## src/rtl/apb_slave_regbank.sv

```systemverilog
// APB slave register bank: setup/access FSM, word-addressed registers, error pulses.
// Define APB_SLV_STATS_EN to add saturating wr_cnt/rd_cnt transfer counters.
module apb_slave_regbank #(
   parameter int WIDTH    = 32,
   parameter int SLAVES   = 4,
   parameter int SLAVE_ID = 0,
   parameter int DEPTH    = 16
) (
   input  logic              Hclk,
   input  logic              Hresetn,
   input  logic [SLAVES-1:0] Pselx,
   input  logic              Penable,
   input  logic              Pwrite,
   input  logic [WIDTH-1:0]  Paddr,
   input  logic [WIDTH-1:0]  Pwdata,
   output logic [WIDTH-1:0]  Prdata,
   output logic              prot_err,
   output logic              addr_err
`ifdef APB_SLV_STATS_EN
   ,
   output logic [15:0]       wr_cnt,
   output logic [15:0]       rd_cnt
`endif
);

   localparam int AW = (DEPTH > 1) ? $clog2(DEPTH) : 1;

   typedef enum logic [1:0] {IDLE, SETUP, ACCESS} state_t;

   state_t           state, state_next;
   logic             sel;
   logic             unused_pselx;
   logic [WIDTH-1:0] cap_addr;
   logic             cap_write;
   logic [9:0]       live_idx, cap_idx;
   logic             live_in_range, cap_in_range;
   logic             mismatch;
   logic             fire;
   logic             prot_next;
   logic [WIDTH-1:0] regs [DEPTH];

   assign sel           = Pselx[SLAVE_ID];
   assign unused_pselx  = ^Pselx;
   assign live_idx      = Paddr[11:2];
   assign cap_idx       = cap_addr[11:2];
   assign live_in_range = {1'b0, live_idx} < 11'(DEPTH);
   assign cap_in_range  = {1'b0, cap_idx} < 11'(DEPTH);
   // Any change of address or direction between setup and access is a violation.
   assign mismatch      = (cap_addr != Paddr) || (cap_write != Pwrite);

   always_comb begin
      // NOTE: defaults first so every path assigns every output (no latches).
      state_next = state;
      prot_next  = 1'b0;
      fire       = 1'b0;
      case (state)
         IDLE: begin
            if (sel && !Penable)     state_next = SETUP;
            else if (sel && Penable) prot_next  = 1'b1;
         end
         SETUP: begin
            if (!sel) begin
               state_next = IDLE;
               prot_next  = 1'b1;
            end else if (Penable) begin
               state_next = ACCESS;
               fire       = 1'b1;
               prot_next  = mismatch;
            end
         end
         ACCESS: begin
            if (!sel)          state_next = IDLE;
            else if (!Penable) state_next = SETUP;
            else               prot_next  = 1'b1;
         end
         default: state_next = IDLE;
      endcase
   end

   always_ff @(posedge Hclk) begin
      if (Hresetn) begin
         // NOTE: non-blocking assignments so all registers update from pre-edge values.
         state     <= IDLE;
         Prdata    <= '0;
         prot_err  <= 1'b0;
         addr_err  <= 1'b0;
         cap_addr  <= '0;
         cap_write <= 1'b0;
         // NOTE: the bank must read back as zero after reset, so it is built from flops, not a RAM.
         for (int i = 0; i < DEPTH; i++) regs[i] <= '0;
      end else begin
         state    <= state_next;
         prot_err <= prot_next;
         addr_err <= fire && !cap_in_range;
         if (sel && !Penable) begin
            cap_addr  <= Paddr;
            cap_write <= Pwrite;
            if (!Pwrite) Prdata <= live_in_range ? regs[live_idx[AW-1:0]] : '0;
         end
         if (fire && cap_write && cap_in_range) regs[cap_idx[AW-1:0]] <= Pwdata;
      end
   end

`ifdef APB_SLV_STATS_EN
   logic counted;
   assign counted = fire && cap_in_range && !mismatch;

   always_ff @(posedge Hclk) begin
      if (Hresetn) begin
         wr_cnt <= '0;
         rd_cnt <= '0;
      end else if (counted) begin
         if (cap_write && wr_cnt != 16'hFFFF)  wr_cnt <= wr_cnt + 16'd1;
         if (!cap_write && rd_cnt != 16'hFFFF) rd_cnt <= rd_cnt + 16'd1;
      end
   end
`endif

endmodule

```

## config.mk

```make
export PLATFORM = sky130hd
export DESIGN_NAME = apb_slave_regbank
export DESIGN_NICKNAME = d
export VERILOG_FILES = /design/src/rtl/apb_slave_regbank.sv
export SDC_FILE = /design/constraint.sdc
export NUM_CORES = 1
export LEC_CHECK = 0
export CAP_MARGIN = 20
export CORE_MARGIN = 3
export CORE_UTILIZATION = 50
export CTS_CLUSTER_SIZE = 28
export DETAILED_ROUTE_END_ITERATION = 7
export GPL_ROUTABILITY_DRIVEN = 0
export HOLD_SLACK_MARGIN = 0.15
export MAX_ROUTING_LAYER = met4
export PLACE_DENSITY = 0.69
export SYNTH_ARGS = -nofsm -noshare
export SYNTH_HDL_FRONTEND = slang
export SYNTH_SLANG_ARGS = --single-unit
```

## constraint.sdc

```tcl
create_clock -name Hclk -period 2.9 [get_ports Hclk]
set_clock_uncertainty 0.2 [all_clocks]
set_input_delay 0.58 -clock Hclk [delete_from_list [all_inputs] [get_ports Hclk]]
set_output_delay 0.58 -clock Hclk [all_outputs]
set_load 0.01 [all_outputs]
```

[Word level (Yosys, flattened, before mapping)]
Memories as Yosys holds them, arrays and structs flattened.
Cells that the tools add are included.
Word-level totals
  register bits after elaboration: 69
  RAM bits: 512
  bits of input ports: 72
  memories kept: 1
Memories
  regs: depth 16, bits a word 32, read ports 1, clocked after Yosys merged registers in 0, wr ports 16, line 40  | logic [WIDTH-1:0] regs [DEPTH];
Cells by class
  order comparisons: 2
  equal/unequal tests: 7
  mux-type cells: 23
  bitwise logic cells: 1
  reductions and logical operators: 12
Operator list (count)
  two-way mux 32 bit: 2
  inequality test 32 bit: 1
  OR reduction 32 bit: 1
  less-than comparator 10 x 5 -> 1 bit, second input constant: 2
  two-way mux 1 bit: 13
  two-way mux 2 bit: 5
  inequality test 3 bit, second input constant: 2
  one-hot mux 2 bit (3 select lines): 1
  logical AND 1 bit: 5
  two-way mux 4 bit: 1
  one-hot mux 1 bit (3 select lines): 1
  AND reduction 3 bit: 1
  equality test 2 x 1 -> 1 bit, second input constant: 1
  equality test 2 bit, second input constant: 1
  logical NOT 1 bit: 2
  logical NOT 2 bit: 1
  inequality test 2 bit, second input constant: 1
  AND reduction 2 bit: 1
  logical OR 1 bit: 1
  inequality test 1 bit: 1
  inverter 1 bit: 1

[Depth between registers and ports, before layout]
Gate-level depths: netlist of run 1.
  depth in word-level cells: 10
  depth in mapped cells: 7
  mapped depth without buffers: 5

[Least setup slack after synthesis of run 1]
OpenSTA, ideal clock, no wires.
  path kind: input -> register
  start: in Hresetn
  end: mem regs[5][0], enable pin
  setup time: 0.375 ns
  data arrival time: 2.161 ns
  data required time: 2.325 ns
  slack: 0.164 ns
  stages on the path: 6
  cell sequence: buf_4 > nand3b_1 > nor4_4 > nand3b_1 > nor2_1 > or2_2
RTL lines
  from (decl): line 10  | input logic Hresetn,
  to (decl): line 40

==> parameters.txt, run 1 <==
Parameter                              Value

Route
  First-pass DRT Iterations    5
  Per-cell routed wire length    25.39 um
  Number of remaining DRC errors    0
  Starting DRT DRC Count    1532
  Overall via count from detail_route    14.82k
  Detailed Route WL    64.98 mm
  Number of routed nets with antenna violations    0
  Vias/cell    5.791

Global routing
  First-pass GRT wire length    96.83 mm
  GRT Residual Overflow    0
  Overall global routing resource usage    0.2529
  Largest net degree at the start of global routing    53
  Vias in the first global route    15.40k
  Antenna violations before repair    2

Critical path
  Maximum fanout along the worst path    24
  Crit path DAT    3060 ps
  Reg-to-reg setup timing slack    120 ps
  Startpoint Class    flip-flop
  CP Capture Type    flip-flop
  Crit path kind    flip-flop to flip-flop
  Data required time of the critical path    3180 ps

STA
  Worst hold slack    265.6 ps
  Summed negative setup slack over all endpoints    0 ps
  Final-report max-slew violation count    0
  Actual slew at the worst max-slew pin    668.3 ps
  Clock period minus worst slack    2783 ps
  Post-route worst setup slack    116.6 ps
  Final setup vio count    0
  Peak clock frequency supported by timing    0.3593 GHz
  Rel. slew slack    0.5535
  Count of final hold-check violations    0
  Final worst path period share    0.9598
  Unrepaired setup endpoints after global routing    no

Floorplan
  Die Y    231.9 um
  Die area    53780 um^2
  Starting utilization of the core area    0.5076
  Die Span X    231.9 um
  I/O pin count    106
  Floorplan Core Area    50270 um^2
  Placement Rows    82

Final layout
  Fill cell count    3781
  Synthesis-to-finish area growth    19.08%
  Antenna diode count    0
  Final Core Density    0.6044
  Total number of nets in the final design    1909
  Total non-filler cell area in the finished layout    30390 um^2
  Proportion of layout cells with a drive suffix above 1    0.2236

Placed design
  Post-placement cell area    28340 um^2
  Placement Setup Slack    -177.5 ps
  Total half-perimeter wirelength after legalization and detailed placement    38.92 mm
  Count of buffers from port buffering    102

CTS
  H-tree lvl count    2
  Number of CTS-inserted buffers    60
  TritonCTS clock tree    built
  Buffers inserted by post-CTS timing repair    0
  Maximum clock path buffer count    3
  Number of buffers added to fix hold violations after cts    0
  Clock-pin slew of the registers on the worst-case setup and hold paths    60 ps
  CTS Sinks    581
  Post-CTS Resized    0
  Insertion delay of the later-clocked pin in the worst-skew pair    610 ps
  Library cell used as clock root buffer    clkbuf_16

Yosys
  Cell area after technology mapping    25520 um^2
  Net Count, Synth    1774
  Number of flops mapped to enable cells by yosys    512
  Post-synthesis async set-or-reset flop share    0
  Most used DFF post-synth    edfxtp_1
  Synthesized-area fraction occupied by and/or/nand/nor cells    0.1587
  Number of library cell types mapped by synthesis    32
  Count of warnings emitted by yosys    0
  Largest family of logic cells by synthesized area    simple AND/OR/NAND/NOR gates
  Adder-cell share of the synthesized area    0
  Fraction of synthesized cell area in xor and xnor cells    0.01133
  Sequential element share of the synthesized area    0.6567
  Share of synthesized area spent on multiplexers    0.1130
  Yosys reg bits    581
  Synth Area in Compound Gates    0.03741
  Mean cell area of the mapped netlist    14.99 um^2
  Mapped Cells    1702

Pwr
  Power density of the placed cells    603.0 nW/um^2
  Leakage component of the power    11.23 nW
  Worst VDD drop    0.4684 mV

Outcome
  Outcome    finished, final reports clean

Job
  Count of max-cap constraint violations    0

Hold path
  Worst hold path type    input pin to flip-flop
cell usage in the layout (no fill, tap or decap), types with 14 or more instances in the layout:
cell type	instances
or2_2	17
a22o_1	32
nand2_1	99
clkbuf_1	15
clkbuf_16	61
a22oi_1	64
xor2_1	32
a21oi_1	33
clkinv_2	14
and2_1	474
mux4_2	128
buf_12	49
edfxtp_1	512
buf_4	66
clkdlybuf4s50_1	99
and2_2	39
dfxtp_1	69
state kept, by name (all words and copies together), names as in the netlist:
name       flops
state          2
prot_err       1
addr_err       1
Prdata        32
regs         512
cap_write      1
cap_addr      32
per-stage QoR:
| stage | std cells | power (mW) |
|---|---|---|
| after floorplan | 1702 | 10.22 |
| after detailed placement | 2444 | 10.84 |
| after global placement | 2444 | 10.81 |
| final | 2559 | 18.32 |
| after global routing | 2559 | 18.89 |
| after CTS | 2556 | 18.43 |
metal layers:
metal  share of wire  track usage  up-vias
li1                -            -     6506
met1            0.40       0.3280     7642
met2            0.50       0.4101      557
met3           0.073      0.04477      115
met4           0.027      0.08036        0
met5               0            -        -
cells in the mapped netlist, drive strengths merged (2+ instances only):
cell / number / area (um^2)
nand2b: 5 / 31.28
nor3: 7 / 55.05
nand3b: 4 / 30.03
edfxtp: 512 / 15370
mux4: 128 / 2883
nor2b: 3 / 18.77
o21a: 2 / 15.01
xor2: 32 / 280.3
or2: 17 / 106.4
and2: 513 / 3257
nor4: 10 / 77.57
a21oi: 33 / 165.2
a22oi: 64 / 480.5
nor2: 17 / 63.81
nand3: 3 / 15.01
a22o: 32 / 280.3
clkbuf: 133 / 519.3
nand2: 99 / 371.6
buf: 13 / 65.07
dfxtp: 69 / 1381
power breakdown:
group | leakage [nW] | internal [mW] | switching, mW
clock | 0.969 | 4.49 | 3.16
combinational | 4.42 | 0.559 | 0.694
sequential | 5.84 | 9.33 | 0.0856
total | 11.2 | 14.4 | 3.94
worst max-delay path, stage by stage (launching register included):
cell      delay [ps]
dfxtp_1          330
or4_4            570
nor4_4           260
buf_4            200
nand3b_1          90
buf_4            180
nor2_2           190
buf_4            410
and2_2           220
path summary, 6_finish.rpt:
check | startpoint | to | cells after the start
setup / recovery | cap_addr[6] | regs[5][21] | 8
hold / removal | Hresetn | state[1] | 4
setup reg to reg | cap_addr[6] | regs[5][21] | 8
hold reg to reg | cap_addr[30] | cap_addr[30] | 2
final cells by class:
class                      count  area, um^2  share of cell area
sequential                   581       16760              0.5514
clock inverter                25       232.7            0.007659
timing repair buffer         219        2552             0.08400
tap                          672       840.8             0.02767
clock buffer                  87        1734             0.05707
multi-input combinational    975        8270              0.2722
logic make-up (layout without fill, tap and decap cells):
kind of cell              count (synthesis)  in the layout
and+or+nand+nor                         681            681
AOI/OAI and AO/OA                       133            133
xor gates and xnor gates                 33             33
DFF                                     581            581
buffers and inverters                   146            331
muxes                                   128            128
Power figures use the tool's default switching activity.
==> inputs of run 2 (changes only) <==
- CORE_ASPECT_RATIO: not set -> 0.75
- CORE_UTILIZATION: 50 -> 37
- PLACE_DENSITY: 0.69 -> 0.54
- SKIP_LAST_GASP: not set -> 1
==> run 2 against run 1 <==
Compared with the run above: fmax increased by 3.4%; worst hold slack gained 0.76 ps; register-to-register slack gained 90 ps; via count is 2.7% lower; critical path type unchanged.
==> parameters.txt, run 2 (synthesis results as in run 1) <==
Parameter                              Value

Outcome
  Outcome    finished, final reports clean (unchanged)

STA
  Summed negative setup slack over all endpoints    0 ps (unchanged)
  Unrepaired setup endpoints after global routing    no (unchanged)
  Rel. slew slack    0.3257 (was 0.5535)
  Actual slew at the worst max-slew pin    1009 ps (was 668.3 ps)
  Clock period minus worst slack    2693 ps (was 2783 ps)
  Final worst path period share    0.9287 (was 0.9598)
  Peak clock frequency supported by timing    0.3713 GHz (was 0.3593 GHz)
  Final setup vio count    0 (unchanged)
  Final-report max-slew violation count    0 (unchanged)
  Count of final hold-check violations    0 (unchanged)

Hold path
  Hold depth    2 (was 4)
  Worst hold path type    flip-flop to flip-flop (was input pin to flip-flop)

Final layout
  Largest registers    regs (512), Prdata (32), cap_addr (32) (unchanged)
  Combined area of the multi-input logic cells    8330 um^2 (was 8270 um^2)
  Total non-filler cell area in the finished layout    30430 um^2 (was 30390 um^2)
  Fill cell count    5986 (was 3781)
  FF+latch area    16760 um^2 (unchanged)
  Register with the highest flop count    regs (unchanged)
  Synthesis-to-finish area growth    19.24% (was 19.08%)
  Most common library cell in the layout ignoring fill and taps    edfxtp_1 (unchanged)
  Commonest cells after routing, fill and taps aside    edfxtp_1, and2_1, mux4_2 (unchanged)
  Final std cells w/o fill    2768 (was 2559)
  Max FFs per register    512 (unchanged)
  Total number of nets in the final design    1912 (was 1909)
  Proportion of layout cells with a drive suffix above 1    0.2182 (was 0.2236)

Critical path
  Data required time of the critical path    2990 ps (was 3180 ps)
  Maximum single-stage delay on the critical path    560 ps (was 570 ps)
  CP Capture Type    flip-flop (unchanged)
  Slowest-stage cell, CP    or4_4 (unchanged)
  CP top delay family    simple AND/OR/NAND/NOR gates (unchanged)
  Number of cell instances on the worst register-to-register path    8 (unchanged)
  Crit path DAT    2780 ps (was 3060 ps)
  Crit path kind    flip-flop to flip-flop (unchanged)
  Cell chain of the critical path    or4_4 > nor4_4 > buf_4 > nand3_1 > buf_4 > nor2_4 > or2_2 > buf_4 (was or4_4 > nor4_4 > buf_4 > nand3b_1 > buf_4 > nor2_2 > buf_4 > and2_2)
  Startpoint Class    flip-flop (unchanged)
  Bufs and invs on worst path    3 (unchanged)
  Crit-path most repeated cell    buf_4 (unchanged)
  Crit path depth    8 (unchanged)
  Maximum fanout along the worst path    9 (was 24)

Route
  Per-cell routed wire length    24.36 um (was 25.39 um)
  First-pass DRT Iterations    5 (unchanged)
  Starting DRT DRC Count    1324 (was 1532)
  Number of routed nets with antenna violations    0 (unchanged)
  Detailed Route WL    67.42 mm (was 64.98 mm)
  Overall via count from detail_route    14.42k (was 14.82k)
  Number of remaining DRC errors    0 (unchanged)
  Vias/cell    5.210 (was 5.791)

CTS
  Insertion delay of the later-clocked pin in the worst-skew pair    600 ps (was 610 ps)
  CTS Sinks    581 (unchanged)
  Clock-pin slew of the registers on the worst-case setup and hold paths    60 ps (about the same)
  Maximum clock path buffer count    3 (unchanged)
  H-tree lvl count    2 (unchanged)
  Library cell used as clock root buffer    clkbuf_16 (unchanged)
  TritonCTS clock tree    built (unchanged)
  Post-CTS Resized    0 (unchanged)
  Number of CTS-inserted buffers    58 (was 60)
  Buffers inserted by post-CTS timing repair    0 (unchanged)
  Number of buffers added to fix hold violations after cts    0 (unchanged)

Job
  Count of max-cap constraint violations    0 (unchanged)

Global routing
  Largest net degree at the start of global routing    53 (unchanged)
  Vias in the first global route    14.87k (was 15.40k)
  Antenna violations before repair    2 (unchanged)
  GRT Residual Overflow    0 (unchanged)
  First-pass GRT wire length    99.16 mm (was 96.83 mm)
  Overall global routing resource usage    0.1939 (was 0.2529)

Floorplan
  Starting utilization of the core area    0.3780 (was 0.5076)
  Die area    72180 um^2 (was 53780 um^2)
  Die Span X    309.2 um (was 231.9 um)
  Die Y    233.4 um (was 231.9 um)
  I/O pin count    106 (unchanged)
  Floorplan Core Area    67510 um^2 (was 50270 um^2)
  Placement Rows    82 (unchanged)

Pwr
  Total power draw    18.07 mW (was 18.32 mW)
  Leakage component of the power    11.11 nW (was 11.23 nW)
  Worst VDD drop    0.3916 mV (was 0.4684 mV)
  Power density of the placed cells    593.8 nW/um^2 (was 603.0 nW/um^2)

Placed design
  Count of buffers from port buffering    102 (unchanged)
  Total half-perimeter wirelength after legalization and detailed placement    41.90 mm (was 38.92 mm)
  Post-placement cell area    28590 um^2 (was 28340 um^2)
  # placed instances    2662 (was 2444)
## run 2: through the flow
step | hold slack [ps] | util | setup slack (ps)
final | 266.3 | 0.4507 | 206.8
after global routing | 288.3 | 0.4506 | 98.41
after CTS | 245.8 | 0.4506 | 180.8
after detailed placement | 258.6 | 0.4235 | -167.9
after global placement | 254.9 | 0.4235 | -173.8
after floorplan | 247.5 | - | 164.4
## run 2: per-layer routing
layer,track usage,vias to the layer above,part of all wire
met5,-,-,0
li1,-,6493,-
met3,0.03454,65,0.057
met4,0.03963,0,0.015
met2,0.2964,362,0.47
met1,0.2737,7500,0.46
## run 2: worst reg2reg max path, delay by kind of cell, from the launching register on
kind          cells  cell delay [ps]
flops             1              340
simple gates      5             1220
buf+inv           3              600
## run 2: final timing paths
path | from | slack, ps | endpoint
setup / recovery | cap_addr[6] | 210 | regs[15][27]
hold reg to reg | cap_addr[24] | 270 | cap_addr[24]
setup reg to reg | cap_addr[6] | 210 | regs[15][27]
hold / removal | cap_addr[24] | 270 | cap_addr[24]
## run 2: layout make-up
cell class | instances | share of cell area
sequential | 581 | 0.5507
multi-input combinational | 975 | 0.2738
timing repair buffer | 224 | 0.07892
clock buffer | 78 | 0.05087
tap | 882 | 0.03627
clock inverter | 26 | 0.009253
antenna | 2 | 0.0001645
## run 2: report_power, final
group          internal, mW  switching, mW
Clock                  4.26           3.13
Combinational         0.541          0.719
Sequential             9.33         0.0820
